--- config.mk ---
export PLATFORM = sky130hd
export DESIGN_NAME = counter_updown_mod
export DESIGN_NICKNAME = d
export VERILOG_FILES = /design/src/rtl/counter_pkg.sv /design/src/rtl/counter_prescaler.sv /design/src/rtl/counter_updown_mod.sv
export SDC_FILE = /design/constraint.sdc
export NUM_CORES = 1
export LEC_CHECK = 0
export ABC_AREA = 1
export BUFFER_PORTS_ARGS = -buffer_cell sky130_fd_sc_hd__buf_2
export CORE_MARGIN = 3
export CORE_UTILIZATION = 46
export CTS_BUF_LIST = sky130_fd_sc_hd__clkbuf_16
export DETAILED_ROUTE_END_ITERATION = 7
export GPL_TIMING_DRIVEN = 1
export HOLD_SLACK_MARGIN = 0.12
export PLACE_DENSITY = 0.78
export SYNTH_ARGS = -nofsm -noshare
export SYNTH_HDL_FRONTEND = slang
export SYNTH_SLANG_ARGS = --single-unit
--- constraint.sdc ---
create_clock -name i_Clk -period 1.4 [get_ports i_Clk]
set_input_delay 0.28 -clock i_Clk [delete_from_list [all_inputs] [get_ports i_Clk]]
set_output_delay 0.28 -clock i_Clk [all_outputs]
set_load 0.03 [all_outputs]
--- src/rtl/counter_pkg.sv ---
// ---------------------------------------------------------------------------
// counter_pkg
// Shared encodings for the up/down counter slice.
//   mode_e : counting behaviour at the range ends (wrap or saturate)
//   dir_e  : counting direction (down or up)
// ---------------------------------------------------------------------------
package counter_pkg;

    typedef enum logic {
        MODE_WRAP = 1'b0,
        MODE_SAT  = 1'b1
    } mode_e;

    typedef enum logic {
        DIR_DOWN = 1'b0,
        DIR_UP   = 1'b1
    } dir_e;

endpackage : counter_pkg

--- src/rtl/counter_prescaler.sv ---
// ---------------------------------------------------------------------------
// counter_prescaler
// Produces a tick on every PRESCALE-th enabled cycle. The phase advances only
// while i_En is high and holds otherwise; i_Clr returns it to phase 0.
// Ports:
//   i_Clk   - clock, rising edge
//   i_nRst  - asynchronous active-low reset (phase -> 0)
//   i_Clr   - synchronous clear of the phase
//   i_En    - advance enable
//   o_Tick  - high in the enabled cycle that completes a prescale period
// With PRESCALE=1 there is no state and o_Tick simply follows i_En.
// ---------------------------------------------------------------------------
module counter_prescaler #(
    parameter int unsigned PRESCALE = 1
) (
    input  logic i_Clk,
    input  logic i_nRst,
    input  logic i_Clr,
    input  logic i_En,
    output logic o_Tick
);

    generate
        if (PRESCALE == 1) begin : g_bypass
            // Clock, reset and clear have no effect without phase state.
            logic unused_s;
            assign unused_s = i_Clk ^ i_nRst ^ i_Clr;
            assign o_Tick   = i_En;
        end else begin : g_div
            localparam int unsigned PW = $clog2(PRESCALE);
            localparam logic [PW-1:0] LAST_PHASE = PW'(PRESCALE - 1);

            logic [PW-1:0] phase_r;
            logic [PW-1:0] phase_nxt_s;
            logic          tick_s;

            // Next phase and tick: clear wins, otherwise advance while enabled.
            always_comb begin
                phase_nxt_s = phase_r;
                tick_s      = 1'b0;
                if (i_Clr) begin
                    phase_nxt_s = PW'(0);
                end else if (i_En) begin
                    if (phase_r == LAST_PHASE) begin
                        phase_nxt_s = PW'(0);
                        tick_s      = 1'b1;
                    end else begin
                        phase_nxt_s = phase_r + PW'(1);
                    end
                end else begin
                    phase_nxt_s = phase_r;
                end
            end

            // Phase register; reset discards any partial prescale count.
            always_ff @(posedge i_Clk or negedge i_nRst) begin
                if (!i_nRst) begin
                    phase_r <= PW'(0);
                end else begin
                    phase_r <= phase_nxt_s;
                end
            end

            assign o_Tick = tick_s;
        end
    endgenerate

endmodule : counter_prescaler

--- src/rtl/counter_updown_mod.sv ---
// ---------------------------------------------------------------------------
// counter_updown_mod
// Prescaled up/down counter over 0..MODULO-1 with wrap or saturate behaviour,
// synchronous clear and load, terminal-count indication and a sticky flag
// recording any wrap or saturation attempt.
// Ports:
//   i_Clk      - clock, rising edge
//   i_nRst     - asynchronous active-low reset
//   i_Clr      - synchronous clear of count and prescaler (highest priority)
//   i_En       - count enable (also advances the prescaler)
//   i_Up       - direction, 1 = up, 0 = down
//   i_Sat      - mode, 0 = wrap, 1 = saturate
//   i_Load     - synchronous load strobe
//   i_LoadVal  - load value, clamped to MODULO-1
//   i_OvfClr   - clears the sticky overflow flag
//   o_Cout     - registered count
//   o_Tc       - terminal count (combinational from o_Cout and i_Up)
//   o_Step     - one-cycle pulse in the cycle after each count step
//   o_Ovf      - sticky wrap/saturation flag
// ---------------------------------------------------------------------------
module counter_updown_mod
    import counter_pkg::*;
#(
    parameter int unsigned     WIDTH    = 8,
    parameter longint unsigned MODULO   = 64'd1 << WIDTH,
    parameter int unsigned     PRESCALE = 1
) (
    input  logic             i_Clk,
    input  logic             i_nRst,
    input  logic             i_Clr,
    input  logic             i_En,
    input  logic             i_Up,
    input  logic             i_Sat,
    input  logic             i_Load,
    input  logic [WIDTH-1:0] i_LoadVal,
    input  logic             i_OvfClr,
    output logic [WIDTH-1:0] o_Cout,
    output logic             o_Tc,
    output logic             o_Step,
    output logic             o_Ovf
);

    localparam logic [WIDTH-1:0] MAX_CNT = WIDTH'(MODULO - 64'd1);

    logic [WIDTH-1:0] cnt_r;
    logic [WIDTH-1:0] cnt_nxt_s;
    logic [WIDTH-1:0] load_val_s;
    logic             step_r;
    logic             step_s;
    logic             ovf_r;
    logic             ovf_nxt_s;
    logic             tc_s;
    logic             tick_s;
    logic             pre_en_s;
    dir_e             dir_s;
    mode_e            mode_s;

    assign dir_s  = dir_e'(i_Up);
    assign mode_s = mode_e'(i_Sat);

    // A load cycle must leave the prescale phase untouched, so the prescaler
    // only sees the enable when no load is in progress.
    assign pre_en_s = i_En & ~i_Load;

    counter_prescaler #(
        .PRESCALE (PRESCALE)
    ) u_prescaler (
        .i_Clk  (i_Clk),
        .i_nRst (i_nRst),
        .i_Clr  (i_Clr),
        .i_En   (pre_en_s),
        .o_Tick (tick_s)
    );

    // Terminal count depends on the live direction input.
    always_comb begin
        tc_s = 1'b0;
        case (dir_s)
            DIR_UP:   tc_s = (cnt_r == MAX_CNT);
            DIR_DOWN: tc_s = (cnt_r == WIDTH'(0));
            default:  tc_s = 1'b0;
        endcase
    end

    // Load value clamp to the top of the count range.
    always_comb begin
        load_val_s = i_LoadVal;
        if (64'(i_LoadVal) >= MODULO) begin
            load_val_s = MAX_CNT;
        end else begin
            load_val_s = i_LoadVal;
        end
    end

    // Next count: clear > load > step; a step at terminal count wraps or holds.
    always_comb begin
        cnt_nxt_s = cnt_r;
        step_s    = 1'b0;
        if (i_Clr) begin
            cnt_nxt_s = WIDTH'(0);
        end else if (i_Load) begin
            cnt_nxt_s = load_val_s;
        end else if (tick_s) begin
            step_s = 1'b1;
            if (tc_s) begin
                case (mode_s)
                    MODE_SAT:  cnt_nxt_s = cnt_r;
                    MODE_WRAP: cnt_nxt_s = (dir_s == DIR_UP) ? WIDTH'(0) : MAX_CNT;
                    default:   cnt_nxt_s = cnt_r;
                endcase
            end else begin
                case (dir_s)
                    DIR_UP:   cnt_nxt_s = cnt_r + WIDTH'(1);
                    DIR_DOWN: cnt_nxt_s = cnt_r - WIDTH'(1);
                    default:  cnt_nxt_s = cnt_r;
                endcase
            end
        end else begin
            cnt_nxt_s = cnt_r;
        end
    end

    // Sticky flag: a step at terminal count sets it and beats a same-cycle clear.
    always_comb begin
        ovf_nxt_s = ovf_r;
        if (step_s && tc_s) begin
            ovf_nxt_s = 1'b1;
        end else if (i_OvfClr) begin
            ovf_nxt_s = 1'b0;
        end else begin
            ovf_nxt_s = ovf_r;
        end
    end

    // Count, step pulse and flag registers.
    always_ff @(posedge i_Clk or negedge i_nRst) begin
        if (!i_nRst) begin
            cnt_r  <= WIDTH'(0);
            step_r <= 1'b0;
            ovf_r  <= 1'b0;
        end else begin
            cnt_r  <= cnt_nxt_s;
            step_r <= step_s;
            ovf_r  <= ovf_nxt_s;
        end
    end

    assign o_Cout = cnt_r;
    assign o_Tc   = tc_s;
    assign o_Step = step_r;
    assign o_Ovf  = ovf_r;

endmodule : counter_updown_mod

# [Word-level counts from Yosys, hierarchy flattened]
# Cells that the tools add are included.
[totals] wordCells=28 reg_bits=10 latch_bits=0 inputBits=16 output_inout_bits=11 rom_bits=0 n_memories=0 ramBits=0
[classes] addsub=2 shift=0 eq_ne=2 order_cmp=0 muxes=13 n_mul=0 n_div=0 reduce_logical=5 bitwise_logic=3
[op_table] op="8-bit 2-to-1 mux" count=6
[op_table] op="8-bit case mux with 2 select lines" count=1
[op_table] op="8-bit by 1-bit adder with 8-bit output, second input constant" count=1
[op_table] op="8-bit equality test, second input constant" count=1
[op_table] op="8-bit logical NOT" count=1
[op_table] op="8-bit by 1-bit subtractor with 8-bit output, second input constant" count=1
[op_table] op="1-bit 2-to-1 mux" count=5
[op_table] op="4-bit != test, second input constant" count=1
[op_table] op="3-bit nonzero test" count=1
[op_table] op="1-bit NOT" count=2
[op_table] op="1-bit case mux with 2 select lines" count=1
[op_table] op="2-bit AND reduction" count=1
[op_table] op="2-bit nonzero test" count=1
[op_table] op="1-bit AND" count=1
[op_table] op="1-bit logical AND" count=1

# [Depth between registers and ports, before layout]
# Gate-level depths: netlist of run 1.
[logic_depth] ltp_word=7 depth_mapped=12 ltp_nobuf=12

# [Cells and area by module]
# A second synthesis of run 1 with hierarchy kept.
[hier_totals] cells_unflattened=160 area_unflattened_um2=1027.2
[modules_own_cells] mod="counter_updown_mod" area_per_inst_um2=1019.7 n_inst=1 cells_per_inst=159 seq_area_each_um2=250.2
[modules_own_cells] mod="counter_prescaler" area_per_inst_um2=7.5 n_inst=1 cells_per_inst=1 seq_area_each_um2=0.0

# [Worst setup path before layout of run 1]
# OpenSTA, ideal clock, no wires.
[synth_path] path_type="register to register" from="register cnt_r[0] (netlist: o_Cout[0])" to="register cnt_r[6] (netlist: o_Cout[6])" setup_ns=0.117 period_less_slack_ns=1.704 path_slack_ns=-0.304 required_ns=1.283 arrival_ns=1.587 path_buffers=0 path_stages_with_launch=11 cell_sequence="dfrtp_1 inv_1 fa_1 inv_1 nand3_1 nand4_1 nand3_1 nand2_1 nand2_1 nand2_1 nand2_1"
[synth_between] elab_chain_cells=6 elab_cells_between_ends=12 cone_classes="add/sub (2); eq/ne (2); mux (6); reduce/logical (2)"
[synth_rtl] item="from (decl)" line="counter_updown_mod.sv:45" text="logic [WIDTH-1:0] cnt_r;"
[synth_rtl] item="from (signal assigned)" line="counter_updown_mod.sv:142" text="cnt_r <= cnt_nxt_s;"
[synth_rtl] item="8-bit by 1-bit subtractor with 8-bit output (tied with other cells)" line="counter_updown_mod.sv:114" text="DIR_DOWN: cnt_nxt_s = cnt_r - WIDTH'(1);"
[synth_rtl] item="8-bit case mux with 2 select lines / 1-bit case mux with 2 select lines (equally long branches)" line="counter_updown_mod.sv:112, counter_updown_mod.sv:78"
[synth_rtl] item="8-bit 2-to-1 mux" line="counter_updown_mod.sv:105" text="if (tc_s) begin"
[synth_rtl] item="8-bit 2-to-1 mux" line="counter_updown_mod.sv:103" text="end else if (tick_s) begin"
[synth_rtl] item="8-bit 2-to-1 mux" line="counter_updown_mod.sv:101" text="end else if (i_Load) begin"
[synth_rtl] item="8-bit 2-to-1 mux" line="counter_updown_mod.sv:99" text="if (i_Clr) begin"
# Several ways; a longest one is shown, not always the timed one. The select of a mux whose other input is x is not followed.
# A chain may end at the register's enable or synchronous reset.

# [Worst setup path in the final report of run 1]
[layout_path] from="register cnt_r[3] (netlist: o_Cout[3])" to="register cnt_r[6] (netlist: o_Cout[6])"
# Same word-level chain as after synthesis.

==> results of run 1 <==
[logic make-up (layout without fill, tap and decap cells)]
family | Yosys count | after routing | synth area share, %
XOR/XNOR | 1 | 1 | 0.9261
flip-flops | 10 | 10 | 26.46
AND/OR/NAND/NOR | 84 | 84 | 41.40
AO/OA/AOI/OAI | 20 | 20 | 11.77
adder cells (fa/ha/maj) | 7 | 7 | 10.05
buffers and inverters | 22 | 80 | 9.391
[worst reg2reg max path, delay by kind of cell (launching register included)]
family,cells,cell delay (ns)
simple gates,10,0.81
flops,1,0.43
fa+ha+maj,1,0.36
[state kept, by name, indices dropped and copies added, names as in the netlist]
| signal | flops |
|---|---|
| o_Step | 1 |
| o_Cout | 8 |
| o_Ovf | 1 |
[synthesized netlist by cell type]
| master | instances |
|---|---|
| nand2_1 | 44 |
| inv_1 | 20 |
| nand3_1 | 14 |
| nor2_1 | 12 |
| dfrtp_1 | 10 |
| a21oi_1 | 9 |
| ha_1 | 6 |
| nand2_2 | 4 |
| nor2_2 | 3 |
| o21ai_0 | 3 |
| o21ai_1 | 3 |
| a21boi_0 | 2 |
| nand3_2 | 2 |
| nor3_1 | 2 |
| a21o_1 | 1 |
| buf_2 | 1 |
| clkinv_4 | 1 |
| fa_1 | 1 |
| nand2_4 | 1 |
| nand3b_4 | 1 |
| nand4_1 | 1 |
| o21a_1 | 1 |
| o22ai_1 | 1 |
| xor2_1 | 1 |
[final cells by class]
| cell class | instances | area share, % |
|---|---|---|
| multi-input combinational | 112 | 47.98 |
| timing repair buffer | 55 | 23.52 |
| sequential | 10 | 16.20 |
| inverter | 21 | 5.452 |
| clock buffer | 3 | 4.673 |
| tap | 25 | 1.947 |
| clock inverter | 1 | 0.2336 |
[per-layer routing]
| metal | share of wire (%) | wire [um] |
|---|---|---|
| met5 | 0 | 0 |
| met4 | 4.9 | 182 |
| met3 | 7.7 | 288 |
| met2 | 50 | 1877 |
| met1 | 37 | 1375 |
[metrics by stage]
| step | utilization, % | hold WS, ns | power (mW) | instances |
|---|---|---|---|---|
| global route | 87.35 | 0.2382 | 1.766 | 227 |
| floorplan | - | -0.01559 | 0.7397 | 144 |
| finish | 87.35 | 0.2319 | 1.680 | 227 |
| CTS | 81.84 | 0.2314 | 1.549 | 225 |
| global placement | 72.11 | 0.1510 | 0.9653 | 216 |
| detailed placement | 72.11 | 0.1531 | 0.9812 | 216 |
[power by group]
part	total [mW]	switching [mW]	internal [mW]
logic	0.784	0.435	0.349
clock network	0.519	0.143	0.375
registers	0.378	0.0528	0.325
[worst max path at each step]
stage / end / startpoint
detailed placement: o_Cout[6]$_DFFE_PN0P_ / i_Up
CTS: o_Tc / o_Cout[2]$_DFFE_PN0P_
global placement: o_Cout[6]$_DFFE_PN0P_ / i_Up
global route: o_Cout[6]$_DFFE_PN0P_ / i_Up
floorplan: o_Cout[7]$_DFFE_PN0P_ / o_Cout[5]$_DFFE_PN0P_
finish: o_Cout[6]$_DFFE_PN0P_ / o_Cout[3]$_DFFE_PN0P_
[cell usage in the layout, fill, tap and decap left out]
| master | instances |
|---|---|
| nand3b_4 | 1 |
| nand3_2 | 6 |
| nand2_2 | 9 |
| nand2_1 | 36 |
| o21a_1 | 1 |
| nor2_1 | 10 |
| o21ai_0 | 2 |
| nor3_1 | 1 |
| clkinv_1 | 1 |
| nand3_1 | 10 |
| buf_4 | 24 |
| nand2_4 | 4 |
| nor3_4 | 1 |
| a21oi_1 | 5 |
| a21o_1 | 1 |
| o21ai_2 | 3 |
| a21boi_2 | 2 |
| buf_2 | 24 |
| ha_1 | 3 |
| a21oi_2 | 3 |
| nor2_2 | 4 |
| nor2_4 | 1 |
| dfrtp_2 | 8 |
| a21oi_4 | 1 |
| o21ai_1 | 1 |
| clkinvlp_4 | 1 |
| buf_6 | 6 |
| nand4_1 | 1 |
| inv_2 | 2 |
| inv_1 | 17 |
| fa_2 | 1 |
| dlygate4sd3_1 | 1 |
| ha_4 | 3 |
| xor2_1 | 1 |
| dfrtp_1 | 2 |
| o22ai_2 | 1 |
| clkbuf_16 | 3 |
| clkinv_4 | 1 |
[repair_timing]
| item | 4_1_cts | 5_1_grt |
|---|---|---|
| setup endpoints to repair | 8 | 10 |
| setup buffers | 4 | 3 |
| resized for setup | 18 | 21 |
| hold buffers | 1 | 0 |
| pin swaps | 7 | 7 |
| hold endpoints to repair | 10 | 0 |
==> metrics.md, run 1 <==
| Metric | Value |
|---|---|
| RSZ-0062 raised after global routing | yes |
| Synthesized area | roughly 950 um2 |
| Syn Inst Count | about 140 |
| Register area | between 200 and 300 um2 |
| H-tree depth | 1 |
| Fin Clk Skew | a little over 0.004 ns |
| Slowest Stage Delay on Critical Path | ~0.43 ns |
| Syn Nets | roughly 170 |
| Hold depth | 2 |
| Critical path depth | 11 |
| Setup slack, reg-to-reg | -0.32 ns |
| Critical path class | flip-flop to flip-flop |
| 1st-iter DRT viols | 60 |
| P per Cell Area | roughly 1000 mW/mm2 |
| DR pass1 iterations | 4 |
| Share of cells above drive strength 1 | 53.96% |
| Vias in the first global route | approximately 1100 |
| Crit path max-delay cell type | dfrtp_2 |
| Critical R2R Launch | o_Cout[3]$_DFFE_PN0P_ |
| WHS Endpoint | o_Ovf$_DFFE_PN0P_ |
| Num CTS Buffers | 3 |
| Skew-Pair Late Insertion Delay | about 0.24 ns |
| Pre-CTS setup slack | -0.3724 ns |
| Drt drc | 0 |
| Worst vdd ir | 1.023 mV |
| Reg2reg path depth | 11 |
| Area growth from synthesis to layout | 69.84% |
| TNS Setup | -1.843 ns |
| Buf/Inv on CP | 0 |
| Period minus WS final | between 1.5 and 2 ns |
| Post-synthesis register bit count | 10 |
| CTS tree | built |
| GRT Overall Usage | a little over a quarter |
| Area contributors post-synth | dfrtp_1, nand2_1, ha_1 |
| Global route hottest layer | met2 |
| Avg Cell Area, Syn | between 6 and 7 um2 |
| Worst-path fanout max | 4 |
| First-pass GRT wire length | approximately 5.2 mm |
| Routed Antenna Nets | 0 |
| WP data arrival | ~1.9 ns |
| Clock Sinks | 10 |
| Max-slew violations | 0 |
| Via count | approximately 1300 |
| Worst Tran Pin Value | between 0.2 and 0.25 ns |
| Worst path top cell family by delay | simple AND/OR/NAND/NOR gates |
| Seq/Total Area, Yosys | between 20% and 30% |
| DR vias/cell | about 5.7 |
| Placed inst area | 0.001326 mm2 |
| Final Hold Fails | 0 |
| Largest net degree at the start of global routing | 11 |
| Status | finished, violations left |
| Clock Pin Slew Worst Setup and Hold Paths | around 0.04 ns |
| Initial antenna violation count | 0 |
| Largest area contributor in the netlist | dfrtp_1 |
| Maximum operating frequency | just under 600 MHz |
| Met2 Resource Use GR | 44.85% |
| Crit. End Element | flip-flop |
| IO buf count | 26 |
| Fillers | ~110 |
| GR Util met3 | about 4.7% |
| Setup-failing EPs final | 9 |
| Gpl congestion | between 0.8 and 0.9 |
| Part of the cycle the worst path needs | 123.0% |
| Total Wirelength | between 3 and 4 mm |
| Die Area | ~0.0026 mm2 |
| Startpoint Class | flip-flop |
| Root Driver | clkbuf_16 |
| Hold_sp | i_OvfClr |
| Chip width | 51.35 um |
| Area of the multi-input gates | just under 800 um2 |
| Post-DP HPWL | between 2 and 2.5 mm |
| Synth unique cells | 24 |
| Final nets | between 200 and 250 |
| Wirelength per Cell | about 16 um |
| Synth top area share | approximately a quarter |
| Ant. Diodes | 0 |
| Cell leakage power | around 0.88 nW |
| Final worst slack | -0.3224 ns |
| # rows | 15 |
| Failing checks | setup timing |
| Grt total ovfl | 0 |
| Clock Tree Buf Depth | 2 |
| WP data required | 1.52 ns |
| IO Count | 27 |
| Max_cap viols | 0 |
| RR Endpoint | o_Cout[6]$_DFFE_PN0P_ |
| GRT met1 Usage | between 30% and 40% |
| Ys Warns | 0 |
| Post-route cell area | around 0.0016 mm2 |
| Starting density of the core | about half |
| Crit-path most repeated cell | nand2_1 |
| Slew margin rel. | roughly 84% |
| Die height | roughly 51 um |
| Worst Hold Class | primary input to flip-flop |
| Core area | 0.001839 mm2 |
| Cell Chain, Critical Path | ha_1 -> nand2_1 -> nand2_1 -> nand2_1 -> nand3_1 -> nand2_1 -> nand3_1 -> nand2_1 -> nand2_1 -> nand2_1 -> nand2_1 |
Power figures use the tool's default switching activity.
==> run 2: changes to the inputs <==
--- a/config.mk
+++ b/config.mk
@@ -14,6 +14,7 @@
 export GPL_TIMING_DRIVEN = 1
 export HOLD_SLACK_MARGIN = 0.12
 export PLACE_DENSITY = 0.78
+export RECOVER_POWER = 25
 export SYNTH_ARGS = -nofsm -noshare
 export SYNTH_HDL_FRONTEND = slang
 export SYNTH_SLANG_ARGS = --single-unit
==> metrics.md, run 2 (synthesized netlist as in run 1, its figures left out) <==
| Metric | Value |
|---|---|
| Clock share of power | 30.9% (about the same) |
| Pre-CTS setup slack | -0.3724 ns (unchanged) |
| Slew margin rel. | 61.39% (-22 points) |
| First-pass GRT wire length | 5.175 mm (unchanged) |
| Logic gate share of total power | 46.6% (about the same) |
| Max reg flops | 8 (unchanged) |
| Final Non-Filler Cells | 227 (unchanged) |
| Core area | 0.001839 mm2 (unchanged) |
| Startpoint Class | flip-flop |
| Commonest non-fill, non-tap cell in the layout | nand2_1 |
| Max-slew violations | 0 (unchanged) |
| Ant. Diodes | 0 (unchanged) |
| Final worst slack | -0.3224 ns (-0.00001300 ns) |
| Cell leakage power | 0.8754 nW (-0.63%) |
| Die height | 51.35 um (unchanged) |
| Setup-failing EPs final | 9 (unchanged) |
| Period minus WS final | 1.722 ns (+0.00001300 ns) |
| Starting density of the core | 51.43% (unchanged) |
| Status | finished, violations left |
| Hold_sp | i_OvfClr |
| Worst vdd ir | 1.023 mV (about the same) |
| Clock Sinks | 10 (unchanged) |
| Hold depth | 2 (unchanged) |
| H-tree depth | 1 (unchanged) |
| Largest net degree at the start of global routing | 11 (unchanged) |
| Failing checks | setup timing |
| IO Count | 27 (unchanged) |
| P per Cell Area | 1047 mW/mm2 (+0.10%) |
| Via count | 1283 (unchanged) |
| RSZ-0062 raised after global routing | yes |
| Area growth from synthesis to layout | 69.58% |
| Post-DP HPWL | 2.144 mm (unchanged) |
| Gpl congestion | 0.8779 (unchanged) |
| IO buf count | 26 (unchanged) |
| Root Driver | clkbuf_16 |
| Die Area | 0.002636 mm2 (unchanged) |
| Placed insts | 216 (unchanged) |
| Grt total ovfl | 0 (unchanged) |
| Final Hold Fails | 0 (unchanged) |
| Most frequent cells in the layout | nand2_1, buf_4, buf_2 |
| Part of the cycle the worst path needs | 123.0% (about the same) |
| Worst Hold Class | primary input to flip-flop |
| Setup slack, reg-to-reg | -0.32 ns (about the same) |
| WP data arrival | 1.85 ns (about the same) |
| Worst Tran Pin Value | 0.5792 ns (+0.3339 ns) |
| WP data required | 1.52 ns (about the same) |
| Worst-path fanout max | 4 (unchanged) |
| Critical R2R Launch | o_Cout[3]$_DFFE_PN0P_ |
| Sw Pwr | 631.3 uW (about the same) |
| Sequential group share of total power | 22.5% (about the same) |
| Num CTS Buffers | 3 (unchanged) |
| GRT Overall Usage | 26.49% (unchanged) |
| Chip width | 51.35 um (unchanged) |
| 1st-iter DRT viols | 60 (unchanged) |
| Reg2reg path depth | 11 (unchanged) |
| Maximum operating frequency | 580.6 MHz (about the same) |
| Clock Tree Buf Depth | 2 (unchanged) |
| Cell Int Power | 1.048 mW (about the same) |
| Routed Antenna Nets | 0 (unchanged) |
| Skew-Pair Late Insertion Delay | 0.24 ns (about the same) |
| Wirelength per Cell | 16.41 um (about the same) |
| DR vias/cell | 5.652 (unchanged) |
| Clock Pin Slew Worst Setup and Hold Paths | 0.04 ns (about the same) |
| Vias in the first global route | 1093 (unchanged) |
| DR pass1 iterations | 4 (unchanged) |
| WHS Endpoint | o_Ovf$_DFFE_PN0P_ |
| Total Wirelength | 3.724 mm (about the same) |
| Critical path class | flip-flop to flip-flop |
| Final nets | 226 (unchanged) |
| Max_cap viols | 0 (unchanged) |
| Drt drc | 0 (unchanged) |
| Crit. End Element | flip-flop |
| Share of cells above drive strength 1 | 52.97% (-0.99 points) |
| # rows | 15 (unchanged) |
| Sw Ratio | 37.59% (about the same) |
| RR Endpoint | o_Cout[6]$_DFFE_PN0P_ |
| CTS tree | built |
| Fin Clk Skew | 0.004069 ns (+0.000008800 ns) |
| Initial antenna violation count | 0 (unchanged) |
==> run 2: changes by cell type in the layout (fill, tap and decap cells not counted) <==
cell / previous run / this run
buf_2: 24 / 22
clkbuf_1: 0 / 2
==> run 2: cell type report <==
type	instances	area, um2
tap	25	31.28
multi-input combinational	112	770.7
fill	112	235.2
clock buffer	3	75.07
timing repair buffer	55	375.4
sequential	10	260.3
clock inverter	1	3.754
inverter	21	87.58
==> run 2: worst max-delay path, cell delays in order, from the launching register on <==
cell and delay (ns):
dfrtp_2 0.43, ha_1 0.36, nand2_1 0.12, nand2_1 0.09, nand2_1 0.10, nand3_1 0.08, nand2_1 0.06, nand3_1 0.09
nand2_1 0.08, nand2_1 0.06, nand2_1 0.08, nand2_1 0.05
==> run 2: how the worst max path moves through the flow <==
| stage | start | to | slack, ns | cells past startpoint |
|---|---|---|---|---|
| finish | o_Cout[3]$_DFFE_PN0P_ | o_Cout[6]$_DFFE_PN0P_ | -0.32 | 11 |
| global route | i_Up | o_Cout[6]$_DFFE_PN0P_ | -0.44 | 13 |
| CTS | o_Cout[2]$_DFFE_PN0P_ | o_Tc | -0.17 | 6 |
| detailed placement | i_Up | o_Cout[6]$_DFFE_PN0P_ | -0.37 | 13 |
| global placement | i_Up | o_Cout[6]$_DFFE_PN0P_ | -0.32 | 11 |
| floorplan | o_Cout[5]$_DFFE_PN0P_ | o_Cout[7]$_DFFE_PN0P_ | -0.1 | 9 |
==> run 2: stage by stage <==
stage	area [um2]	hold slack (ns)	TNS, ns	total power [mW]	util (%)
CTS	1505	0.2314	-1.003	1.549	81.84
finish	1604	0.2319	-1.843	1.680	87.21
global placement	1326	0.1510	-1.767	0.9653	72.11
detailed placement	1326	0.1531	-2.160	0.9812	72.11
global route	1604	0.2382	-2.593	1.765	87.21
floorplan	1005	-0.01559	-0.5397	0.7397	-
==> run 2: repair_timing <==
| item | in CTS | in global routing |
|---|---|---|
| hold endpoints to repair | 10 | 0 |
| hold buffers | 1 | 0 |
| pin swaps | 7 | 7 |
| gates resized for setup | 18 | 21 |
| setup endpoints to repair | 8 | 10 |
| gates cloned | 0 | 0 |
| buffers inserted | 4 | 3 |
==> run 2: power groups by stage <==
stage / clock network, mW / registers [mW] / logic (mW)
5_1_grt: 0.542 / 0.381 / 0.842
2_1_floorplan: 0 / 0.427 / 0.313
4_1_cts: 0.511 / 0.369 / 0.668
6_report: 0.519 / 0.378 / 0.783
3_3_place_gp: 0 / 0.366 / 0.599
3_5_place_dp: 0 / 0.368 / 0.613
==> run 2: layer usage <==
metal  track usage [%]  vias up  part of all wire, %  wire (um)
li1                  -      582                    -          -
met1             34.66      593                   37       1375
met2             44.85       84                   50       1877
met3             4.665       24                  7.8        289
met4             6.987        0                  4.9        182
met5                 0        -                    0          0
